`src/rtl/config_access_scanner_if.sv`:
```
// Change-event channel: one source index plus its new C_bits per valid/ready beat.
// Sources hold Evt_src/Evt_bits stable while Evt_valid is high and Evt_ready is low.
interface config_access_scanner_if #(
  parameter int IDX_W        = 2,
  parameter int BITS_PER_SRC = 4
);
  logic                    Evt_valid;
  logic                    Evt_ready;
  logic [IDX_W-1:0]        Evt_src;
  logic [BITS_PER_SRC-1:0] Evt_bits;

  modport master (output Evt_valid, Evt_src, Evt_bits, input Evt_ready);
  modport slave  (input Evt_valid, Evt_src, Evt_bits, output Evt_ready);
endinterface

```
`src/rtl/config_access_scanner.sv`:
```
// Syncs Config_access C_bits and keeps a settled snapshot; Snapshot follows an input change in STABLE_CYCLES+3 edges.
// Changed sources become round-robin events; a stalled event is held, and pending changes merge per source.
module config_access_scanner #(
  parameter int NUM_SRC       = 4,
  parameter int BITS_PER_SRC  = 4,
  parameter int STABLE_CYCLES = 4,
  parameter int IDX_W         = 2,
  parameter int CNT_W         = 3
) (
  input  logic                              CLK,
  input  logic                              resetn,
  input  logic                              ConfigBusy,
  input  logic [NUM_SRC*BITS_PER_SRC-1:0]   C_bits,
  output logic [NUM_SRC*BITS_PER_SRC-1:0]   Snapshot,
  output logic                              SnapshotValid,
  config_access_scanner_if.master           evt
);
  localparam int W = NUM_SRC * BITS_PER_SRC;

  typedef enum logic [1:0] {S_INIT, S_BUSY, S_SETTLE, S_RUN} state_t;

  logic [W-1:0]             bits_m, bits_s, bits_p;
  logic                     busy_m, busy_s;
  logic                     chg;
  state_t                   state, state_nxt;
  logic [CNT_W-1:0]         cnt, cnt_nxt;
  logic                     capture;
  logic [NUM_SRC-1:0]       pending, pending_nxt, diff, grant_mask;
  logic [BITS_PER_SRC-1:0]  snap_slice [NUM_SRC];
  logic [IDX_W-1:0]         rr, grant_idx;
  logic                     grant_vld, evt_grant;

  always_ff @(posedge CLK or negedge resetn) begin
    if (!resetn) begin
      bits_m <= '0;
      bits_s <= '0;
      bits_p <= '0;
      busy_m <= 1'b0;
      busy_s <= 1'b0;
    end else begin
      bits_m <= C_bits;
      bits_s <= bits_m;
      bits_p <= bits_s;
      busy_m <= ConfigBusy;
      busy_s <= busy_m;
    end
  end

  assign chg = (bits_s != bits_p);

  for (genvar i = 0; i < NUM_SRC; i++) begin : g_slice
    assign snap_slice[i] = Snapshot[i*BITS_PER_SRC +: BITS_PER_SRC];
    assign diff[i]       = (bits_s[i*BITS_PER_SRC +: BITS_PER_SRC] != snap_slice[i]);
  end

  always_comb begin
    state_nxt = state;
    cnt_nxt   = cnt;
    capture   = 1'b0;
    case (state)
      S_INIT: begin
        state_nxt = busy_s ? S_BUSY : S_SETTLE;
        cnt_nxt   = '0;
      end
      S_BUSY: begin
        if (!busy_s) begin
          state_nxt = S_SETTLE;
          cnt_nxt   = '0;
        end
      end
      S_SETTLE: begin
        if (busy_s) begin
          state_nxt = S_BUSY;
        end else if (chg) begin
          cnt_nxt = '0;
        end else if (cnt == CNT_W'(STABLE_CYCLES - 1)) begin
          capture   = 1'b1;
          state_nxt = S_RUN;
        end else begin
          cnt_nxt = cnt + 1'b1;
        end
      end
      S_RUN: begin
        // A glitch outside reconfiguration is treated as a new settle window.
        if (busy_s) begin
          state_nxt = S_BUSY;
        end else if (chg) begin
          state_nxt = S_SETTLE;
          cnt_nxt   = '0;
        end
      end
      default: state_nxt = S_INIT;
    endcase
  end

  // Scan downwards so the nearest pending index after rr is the one kept.
  always_comb begin
    grant_vld = 1'b0;
    grant_idx = '0;
    for (int k = NUM_SRC; k >= 1; k--) begin
      if (pending[IDX_W'((int'(rr) + k) % NUM_SRC)]) begin
        grant_vld = 1'b1;
        grant_idx = IDX_W'((int'(rr) + k) % NUM_SRC);
      end
    end
  end

  assign evt_grant   = grant_vld && !evt.Evt_valid;
  assign grant_mask  = evt_grant ? ({{(NUM_SRC-1){1'b0}}, 1'b1} << grant_idx) : '0;
  // Capture sets after the grant clears, so a same-cycle change of the granted source survives.
  assign pending_nxt = (pending & ~grant_mask) | ((capture && SnapshotValid) ? diff : '0);

  always_ff @(posedge CLK or negedge resetn) begin
    if (!resetn) begin
      state         <= S_INIT;
      cnt           <= '0;
      Snapshot      <= '0;
      SnapshotValid <= 1'b0;
      pending       <= '0;
      rr            <= IDX_W'(NUM_SRC - 1);
      evt.Evt_valid <= 1'b0;
      evt.Evt_src   <= '0;
      evt.Evt_bits  <= '0;
    end else begin
      state   <= state_nxt;
      cnt     <= cnt_nxt;
      pending <= pending_nxt;
      if (capture) begin
        Snapshot      <= bits_s;
        SnapshotValid <= 1'b1;
      end
      if (evt_grant) begin
        evt.Evt_valid <= 1'b1;
        evt.Evt_src   <= grant_idx;
        evt.Evt_bits  <= snap_slice[grant_idx];
        rr            <= grant_idx;
      end else if (evt.Evt_valid && evt.Evt_ready) begin
        evt.Evt_valid <= 1'b0;
      end
    end
  end
endmodule

```
`src/flat_wrapper.sv`:
```
// flat-port wrapper written by rule: the top's interface ports become plain ports
module config_access_scanner_flat 
#(
  parameter int NUM_SRC       = 4,
  parameter int BITS_PER_SRC  = 4,
  parameter int STABLE_CYCLES = 4,
  parameter int IDX_W         = 2,
  parameter int CNT_W         = 3
)
  (CLK, resetn, ConfigBusy, C_bits, Snapshot, SnapshotValid, evt_Evt_valid, evt_Evt_src, evt_Evt_bits, evt_Evt_ready);
  config_access_scanner_if #(.IDX_W(IDX_W), .BITS_PER_SRC(BITS_PER_SRC)) evt_i ();
  input  logic CLK;
  input  logic resetn;
  input  logic ConfigBusy;
  input  logic [NUM_SRC*BITS_PER_SRC-1:0] C_bits;
  output logic [NUM_SRC*BITS_PER_SRC-1:0] Snapshot;
  output logic SnapshotValid;
  output wire logic [$bits(evt_i.Evt_valid)-1:0] evt_Evt_valid;
  output wire logic [$bits(evt_i.Evt_src)-1:0] evt_Evt_src;
  output wire logic [$bits(evt_i.Evt_bits)-1:0] evt_Evt_bits;
  input wire logic [$bits(evt_i.Evt_ready)-1:0] evt_Evt_ready;
  assign evt_Evt_valid = evt_i.Evt_valid;
  assign evt_Evt_src = evt_i.Evt_src;
  assign evt_Evt_bits = evt_i.Evt_bits;
  assign evt_i.Evt_ready = evt_Evt_ready;
  config_access_scanner #(.NUM_SRC(NUM_SRC), .BITS_PER_SRC(BITS_PER_SRC), .STABLE_CYCLES(STABLE_CYCLES), .IDX_W(IDX_W), .CNT_W(CNT_W)) u_core (.CLK(CLK), .resetn(resetn), .ConfigBusy(ConfigBusy), .C_bits(C_bits), .Snapshot(Snapshot), .SnapshotValid(SnapshotValid), .evt(evt_i));
endmodule
```
`config.mk`:
```
export PLATFORM = sky130hd
export DESIGN_NAME = config_access_scanner_flat
export DESIGN_NICKNAME = d
export VERILOG_FILES = /design/src/rtl/config_access_scanner_if.sv /design/src/rtl/config_access_scanner.sv /design/src/flat_wrapper.sv
export SDC_FILE = /design/constraint.sdc
export NUM_CORES = 1
export LEC_CHECK = 0
export ABC_AREA = 1
export CORE_MARGIN = 10
export CORE_UTILIZATION = 59
export CTS_CLUSTER_DIAMETER = 30
export DETAILED_ROUTE_END_ITERATION = 6
export PLACE_DENSITY = 0.91
export RECOVER_POWER = 25
export SYNTH_ARGS = -nofsm -noshare
export SYNTH_HDL_FRONTEND = slang
export SYNTH_SLANG_ARGS = --single-unit
```
`constraint.sdc`:
```
create_clock -name CLK -period 2.8 [get_ports CLK]
set_clock_uncertainty 0.05 [all_clocks]
set_input_delay 0.56 -clock CLK [delete_from_list [all_inputs] [get_ports CLK]]
set_output_delay 0.56 -clock CLK [all_outputs]
set_load 0.05 [all_outputs]
```
# Word level (Yosys, flattened, before mapping)
# Index checks and enable logic that the tools add are counted.
# classes
n_addsub	5
n_lt_le_gt_ge	5
eq_ne	17
shifts	1
muxes	46
bitwise_logic	4
n_reduce_logical	8
# op_table
cell	n
2-bit 2-to-1 mux	11
1-bit 2-to-1 mux	18
3-bit 2-to-1 mux	6
2-bit by 4-bit < comparator with 1-bit output (second input constant)	4
4-bit 2-to-1 mux	4
16-bit inequality test	1
4-bit inequality test	4
3-bit case mux with 4 select lines	1
1-bit binary-select mux with 2-bit select	4
4-bit binary-select mux with 2-bit select	1
2-bit case mux with 4 select lines	1
2-bit inequality test (second input constant)	3
3-bit by 1-bit inequality test with 1-bit output (second input constant)	2
3-bit by 2-bit inequality test with 1-bit output (second input constant)	2
5-bit AND reduction	1
2-bit by 1-bit adder with 2-bit output (second input constant)	2
2-bit adder (second input constant)	2
4-bit AND	1
2-bit == test (second input constant)	2
4-bit NOT	1
4-bit OR	1
4-bit AND reduction	1
1-bit by 2-bit left shift with 4-bit output (first input constant)	1
3-bit by 1-bit adder with 3-bit output (second input constant)	1
9 further kinds	11
# word_totals
register_bits	85
input_bits	20
wordCells	100

# Depth between registers and ports, before layout
# logic_depth
word_depth	13
depth_mapped	15
ltp_nobuf	14

# Worst setup path before layout
# OpenSTA, ideal clock, no wires.
# synth_path
path_kind	flip-flop to flip-flop
start	register u_core.rr[0]
end	register u_core.evt.Evt_bits[0]
setup_time_ns	0.118
arrival_ns	1.568
path_slack_ns	1.064
stages_incl_launch_ff	15
n_path_buf	1
cell_sequence	dfstp_2 buf_6 inv_4 nand2_1 nand2_1 nand2_1 nand2_1 nand2_1 nand3_2 nand2_4 nand2_1 nand3_1 nand2_1 nand2_1 nand2_1
# synth_between
elab_chain_cells	12
word_cells_on_any_way	29
classes_between	add/sub: 4; mux: 23; bitwise: 1; reduce/logical: 1
# synth_lines
element	line	source
start: declaration	config_access_scanner.sv:30	logic [IDX_W-1:0] rr, grant_idx;
start signal: assignment	config_access_scanner.sv:120	rr <= IDX_W'(NUM_SRC - 1);
start signal: assignment	config_access_scanner.sv:136	rr <= grant_idx;
2-bit by 1-bit adder with 2-bit output	config_access_scanner.sv:101, config_access_scanner.sv:103	
1-bit binary-select mux with 2-bit select	config_access_scanner.sv:101	if (pending[IDX_W'((int'(rr) + k) % NUM_SRC)]) begin
1-bit 2-to-1 mux (implied by the code) (2 in a row)	config_access_scanner.sv:101	
2-bit 2-to-1 mux (4 in a row)	config_access_scanner.sv:101	
2-bit NOT with 3-bit output (implied by the code)	config_access_scanner.sv:135	evt.Evt_bits <= snap_slice[grant_idx];
4-bit binary-select mux with 2-bit select	config_access_scanner.sv:135	
4-bit 2-to-1 mux (implied by the code) (2 in a row)	config_access_scanner.sv:135	
end signal: assignment	config_access_scanner.sv:135	
end: declaration	config_access_scanner_if.sv:12	modport master (output Evt_valid, Evt_src, Evt_bits, input Evt_ready);
# Parallel ways exist; a longest one is shown, timed or not. The select of a mux whose other input is x is not followed.
# A chain may end at the register's enable or synchronous reset.

# Worst setup path after layout
# layout_path
start	register u_core.Snapshot[4]
end	output Snapshot[4]
# layout_rtl
element	line	source
start: declaration	config_access_scanner.sv:14	output logic [NUM_SRC*BITS_PER_SRC-1:0] Snapshot,
start signal: assignment	config_access_scanner.sv:129	Snapshot <= bits_s;
end: declaration	flat_wrapper.sv:16	output logic [NUM_SRC*BITS_PER_SRC-1:0] Snapshot;
# No word-level cell between the ends.

==> summary.log <==
qor: critical_path.cp_cell_sequence clkdlybuf4s50_1
qor: detailed_routing.wl_met1 2970 um
qor: min_path.min_path_type register to register
qor: layout.n_antenna_cell 0
qor: die.design.die.area 0.00947 mm^2
qor: timing.timing.max_slew.rel_slack 31.5%
qor: power.p_total 2430 uW
qor: die.row_count 28
qor: placed_design.dp_hpwl 5490 um
qor: die.initial_standard_cell_utilization_of_the_core 60.3%
qor: min_path.hold_path_depth 0
qor: grt.grt_max_degree 86
qor: timing.final.period_utilization 80.8%
qor: power.power_density_over_the_cells 578 mW/mm^2
qor: grt.grt_overflow 0
qor: critical_path.required_time_worst_endpoint 2.19 ns
qor: power.cellLeakagePower 0.00199 uW
qor: detailed_routing.routed-via-count 2648
qor: cts.clock_tree.root_cell sky130_fd_sc_hd__clkbuf_8
qor: timing.slew_violations 0
qor: placed_design.gp_congestion 0.834
qor: layout.drive_above_1_share 7.58%
qor: grt.grt_pass1_wl 12900 um
qor: cts.cts_made_buffers 9
qor: yosys.yosysUniqueCellTypes 27
qor: layout.fin_util 71.9%
qor: critical_path.cpMaxStageDelayCell sky130_fd_sc_hd__clkdlybuf4s50_1
qor: critical_path.worst-path-buf-inv 1
qor: timing.timing.hold.ws 0.300 ns
qor: layout.regArea 0.00213 mm^2
qor: grt.grt_pass1_vias 2754
qor: cts.post_cts_repair_setup_buffers 0
qor: critical_path.cpPeakStageDelay 0.84 ns
qor: detailed_routing.wl_per_cell 15.8 um
qor: detailed_routing.drc_violation_count_after_routing 1
qor: die.ios 44
qor: critical_path.reg2reg_to u_core.pending[1]
qor: power.vdd_drop_max 0.563 mV
qor: timing.layout_setup_ws 0.538 ns
qor: timing.worst_pin_slew 1.03 ns
qor: outcome.run_status complete, but fails checks
qor: detailed_routing.drt_first_iter_violations 263
qor: cts.clock-sinks 85
qor: yosys.synth.cell_area 0.00353 mm^2
qor: timing.grt_setup_unrepaired no
qor: cts.cts_tree yes
qor: die.core_region_area 0.00585 mm^2
qor: cts.clkSlewWorstSetupHoldPaths 0.08 ns
qor: cts.cts.repair.resized 0
qor: yosys.synth_cells 355
qor: critical_path.regToRegSetupSlack 0.70 ns
qor: placed_design.dp_slack 0.768 ns
qor: timing.timing.final.setup_violations 0
qor: outcome.violations design-rule violations
qor: min_path.min_to u_core.bits_s[2]
qor: placed_design.port-buffer-count 43
qor: detailed_routing.met2RoutedLength 3940 um
qor: job.maxCapViolCount 0
qor: layout.area.growth.synth_to_final 19.1%
qor: cts.htree_num_levels 3
qor: detailed_routing.met3_wirelength 514 um
qor: yosys.synth_area_per_inst 9.94 um^2
qor: timing.finalSetupTns 0 ns
qor: yosys.synth-seq-area-share 60.4%
qor: yosys.yosysWarnings 0
qor: detailed_routing.routed_via_density 5.47
qor: timing.final.min_clock_period 2.26 ns
qor: die.dieWidth 97.3 um
qor: critical_path.timing.critical_path.from_type register
qor: yosys.synth_nets 380
qor: critical_path.timing.rr.start u_core.bits_s[5]
qor: critical_path.cell_family_with_the_largest_share_of_critical_path_delay buffers and inverters
qor: critical_path.reg2regPathDepth 9
qor: critical_path.timing_worst_setup_path_type register to primary output
qor: critical_path.worst_setup_path_end_kind primary output
qor: min_path.worst_hold_startpoint u_core.bits_m[2]
qor: grt.grt_antenna_before_repair 0
qor: layout.filler_cell_count 402
qor: yosys.flip_flop_and_latch_count_after_synthesis 85
qor: layout.finish.net_count 430
qor: detailed_routing.sum_of_routed_wire_length_over_all_layers 7670 um
qor: detailed_routing.highest_layer met4
qor: cts.clock_path_buffers 2
qor: die.die_height 97.3 um
qor: critical_path.critPathMaxFanout 4
qor: layout.multi_input_comb_area 0.00121 mm^2
qor: detailed_routing.route.antenna.remaining_nets 0
qor: cts.clk_latency 0.36 ns
qor: detailed_routing.drt_pass1_iterations 6
qor: critical_path.arrival 1.65 ns
qor: timing.max_freq 442 MHz
qor: cts.post_cts_hold_buffer_count 0
qor: grt.grt.total_usage 16.5%
qor: timing.finalHoldViolations 0
[Yosys cell counts]
| library cell | number | area share, % |
|---|---|---|
| sky130_fd_sc_hd__buf_2 | 1 | 0.14 |
| sky130_fd_sc_hd__o21ai_1 | 5 | 0.71 |
| sky130_fd_sc_hd__a21boi_2 | 1 | 0.32 |
| sky130_fd_sc_hd__nor3_1 | 1 | 0.14 |
| sky130_fd_sc_hd__nand3_2 | 1 | 0.28 |
| sky130_fd_sc_hd__o21ai_0 | 6 | 0.85 |
| sky130_fd_sc_hd__nor2_1 | 22 | 2.3 |
| sky130_fd_sc_hd__inv_2 | 3 | 0.32 |
| sky130_fd_sc_hd__buf_6 | 3 | 0.96 |
| sky130_fd_sc_hd__nor2_2 | 2 | 0.35 |
| sky130_fd_sc_hd__nand4_1 | 7 | 1.2 |
| sky130_fd_sc_hd__nand3_4 | 1 | 0.50 |
| sky130_fd_sc_hd__and2_4 | 1 | 0.25 |
| sky130_fd_sc_hd__or2_2 | 1 | 0.18 |
| sky130_fd_sc_hd__dfstp_2 | 2 | 1.5 |
| sky130_fd_sc_hd__dfrtp_1 | 83 | 59 |
| sky130_fd_sc_hd__nand2_2 | 2 | 0.35 |
| sky130_fd_sc_hd__inv_4 | 1 | 0.18 |
| sky130_fd_sc_hd__nand3_1 | 35 | 5.0 |
| sky130_fd_sc_hd__nand2_4 | 2 | 0.64 |
| sky130_fd_sc_hd__a21oi_2 | 1 | 0.25 |
| sky130_fd_sc_hd__inv_1 | 34 | 3.6 |
| sky130_fd_sc_hd__or2_0 | 1 | 0.18 |
| sky130_fd_sc_hd__a21oi_1 | 17 | 2.4 |
| sky130_fd_sc_hd__ha_1 | 5 | 1.8 |
| sky130_fd_sc_hd__nand2_1 | 87 | 9.3 |
| sky130_fd_sc_hd__xnor2_1 | 30 | 7.4 |
[sequential cells by signal (all words and copies together) (netlist names)]
name / flops
u_core.bits_m: 16
u_core.evt.Evt_valid: 1
u_core.state: 2
u_core.cnt: 3
u_core.bits_p: 16
u_core.evt.Evt_bits: 4
u_core.rr: 2
u_core.busy_m: 1
u_core.bits_s: 16
u_core.Snapshot: 16
u_core.SnapshotValid: 1
u_core.evt.Evt_src: 2
u_core.pending: 4
u_core.busy_s: 1
[worst max path at each step]
stage                       start                      to  slack, ns  cells past startpoint
2_1_floorplan        u_core.rr[0]  u_core.evt.Evt_bits[0]       1.06                     14
3_3_place_gp         u_core.rr[0]   u_core.evt.Evt_src[0]       0.90                      9
3_5_place_dp     u_core.bits_s[5]       u_core.pending[0]       0.77                      9
4_1_cts        u_core.Snapshot[4]             Snapshot[4]       0.53                      1
5_1_grt          u_core.bits_s[5]       u_core.pending[1]       0.50                      9
6_report       u_core.Snapshot[4]             Snapshot[4]       0.54                      1
[cells in the final DEF (no fill, tap or decap), types with 2 or more instances in the layout]
cell type,n
sky130_fd_sc_hd__nand3_1,35
sky130_fd_sc_hd__clkdlybuf4s50_1,27
sky130_fd_sc_hd__nor2_1,22
sky130_fd_sc_hd__nor2_2,2
sky130_fd_sc_hd__o21ai_0,6
sky130_fd_sc_hd__clkbuf_8,11
sky130_fd_sc_hd__inv_2,3
sky130_fd_sc_hd__nand2_4,2
sky130_fd_sc_hd__nand2_1,87
sky130_fd_sc_hd__xnor2_1,30
sky130_fd_sc_hd__o21ai_1,5
sky130_fd_sc_hd__dfrtp_1,83
sky130_fd_sc_hd__clkbuf_1,3
sky130_fd_sc_hd__inv_1,34
sky130_fd_sc_hd__ha_1,5
sky130_fd_sc_hd__nand2_2,2
sky130_fd_sc_hd__a21oi_1,17
sky130_fd_sc_hd__dfstp_2,2
sky130_fd_sc_hd__nand4_1,7
sky130_fd_sc_hd__dlygate4sd3_1,15
[metrics by stage]
stage / std cells / instance area [um^2]
2_1_floorplan: 355 / 3530
3_3_place_gp: 469 / 4010
3_5_place_dp: 469 / 4010
4_1_cts: 484 / 4200
5_1_grt: 484 / 4200
6_report: 484 / 4200
[where the power goes]
part           total (uW)  switching, uW  internal, uW
clock                 871            413           458
sequential           1320           42.8          1280
combinational         237            138          98.8
total                2430            594          1830
[routing by layer]
metal	track usage (%)	vias up
met2	28.5	106
met3	5.62	28
met4	7.83	0
li1	-	1221
met1	17.6	1293
met5	0	-
[area by class of cell]
cell class                 count  share of cell area [%]
clock buffer                  14                    3.87
clock inverter                 1                   0.714
inverter                      38                    3.45
multi-input combinational    228                    28.9
sequential                    85                    50.7
tap                           75                    2.23
timing repair buffer          43                    10.2
[kinds of logic (layout without fill, tap and decap cells)]
group | count (synthesis) | count (layout) | synth area share (%)
XOR/XNOR | 30 | 30 | 7.45
AND/OR/NAND/NOR | 163 | 163 | 20.7
adder cells (fa/ha/maj) | 5 | 5 | 1.77
buffers and inverters | 42 | 96 | 5.21
flip-flops | 85 | 85 | 60.4
AO/OA/AOI/OAI | 30 | 30 | 4.54
(Power assumes the default switching activity.)
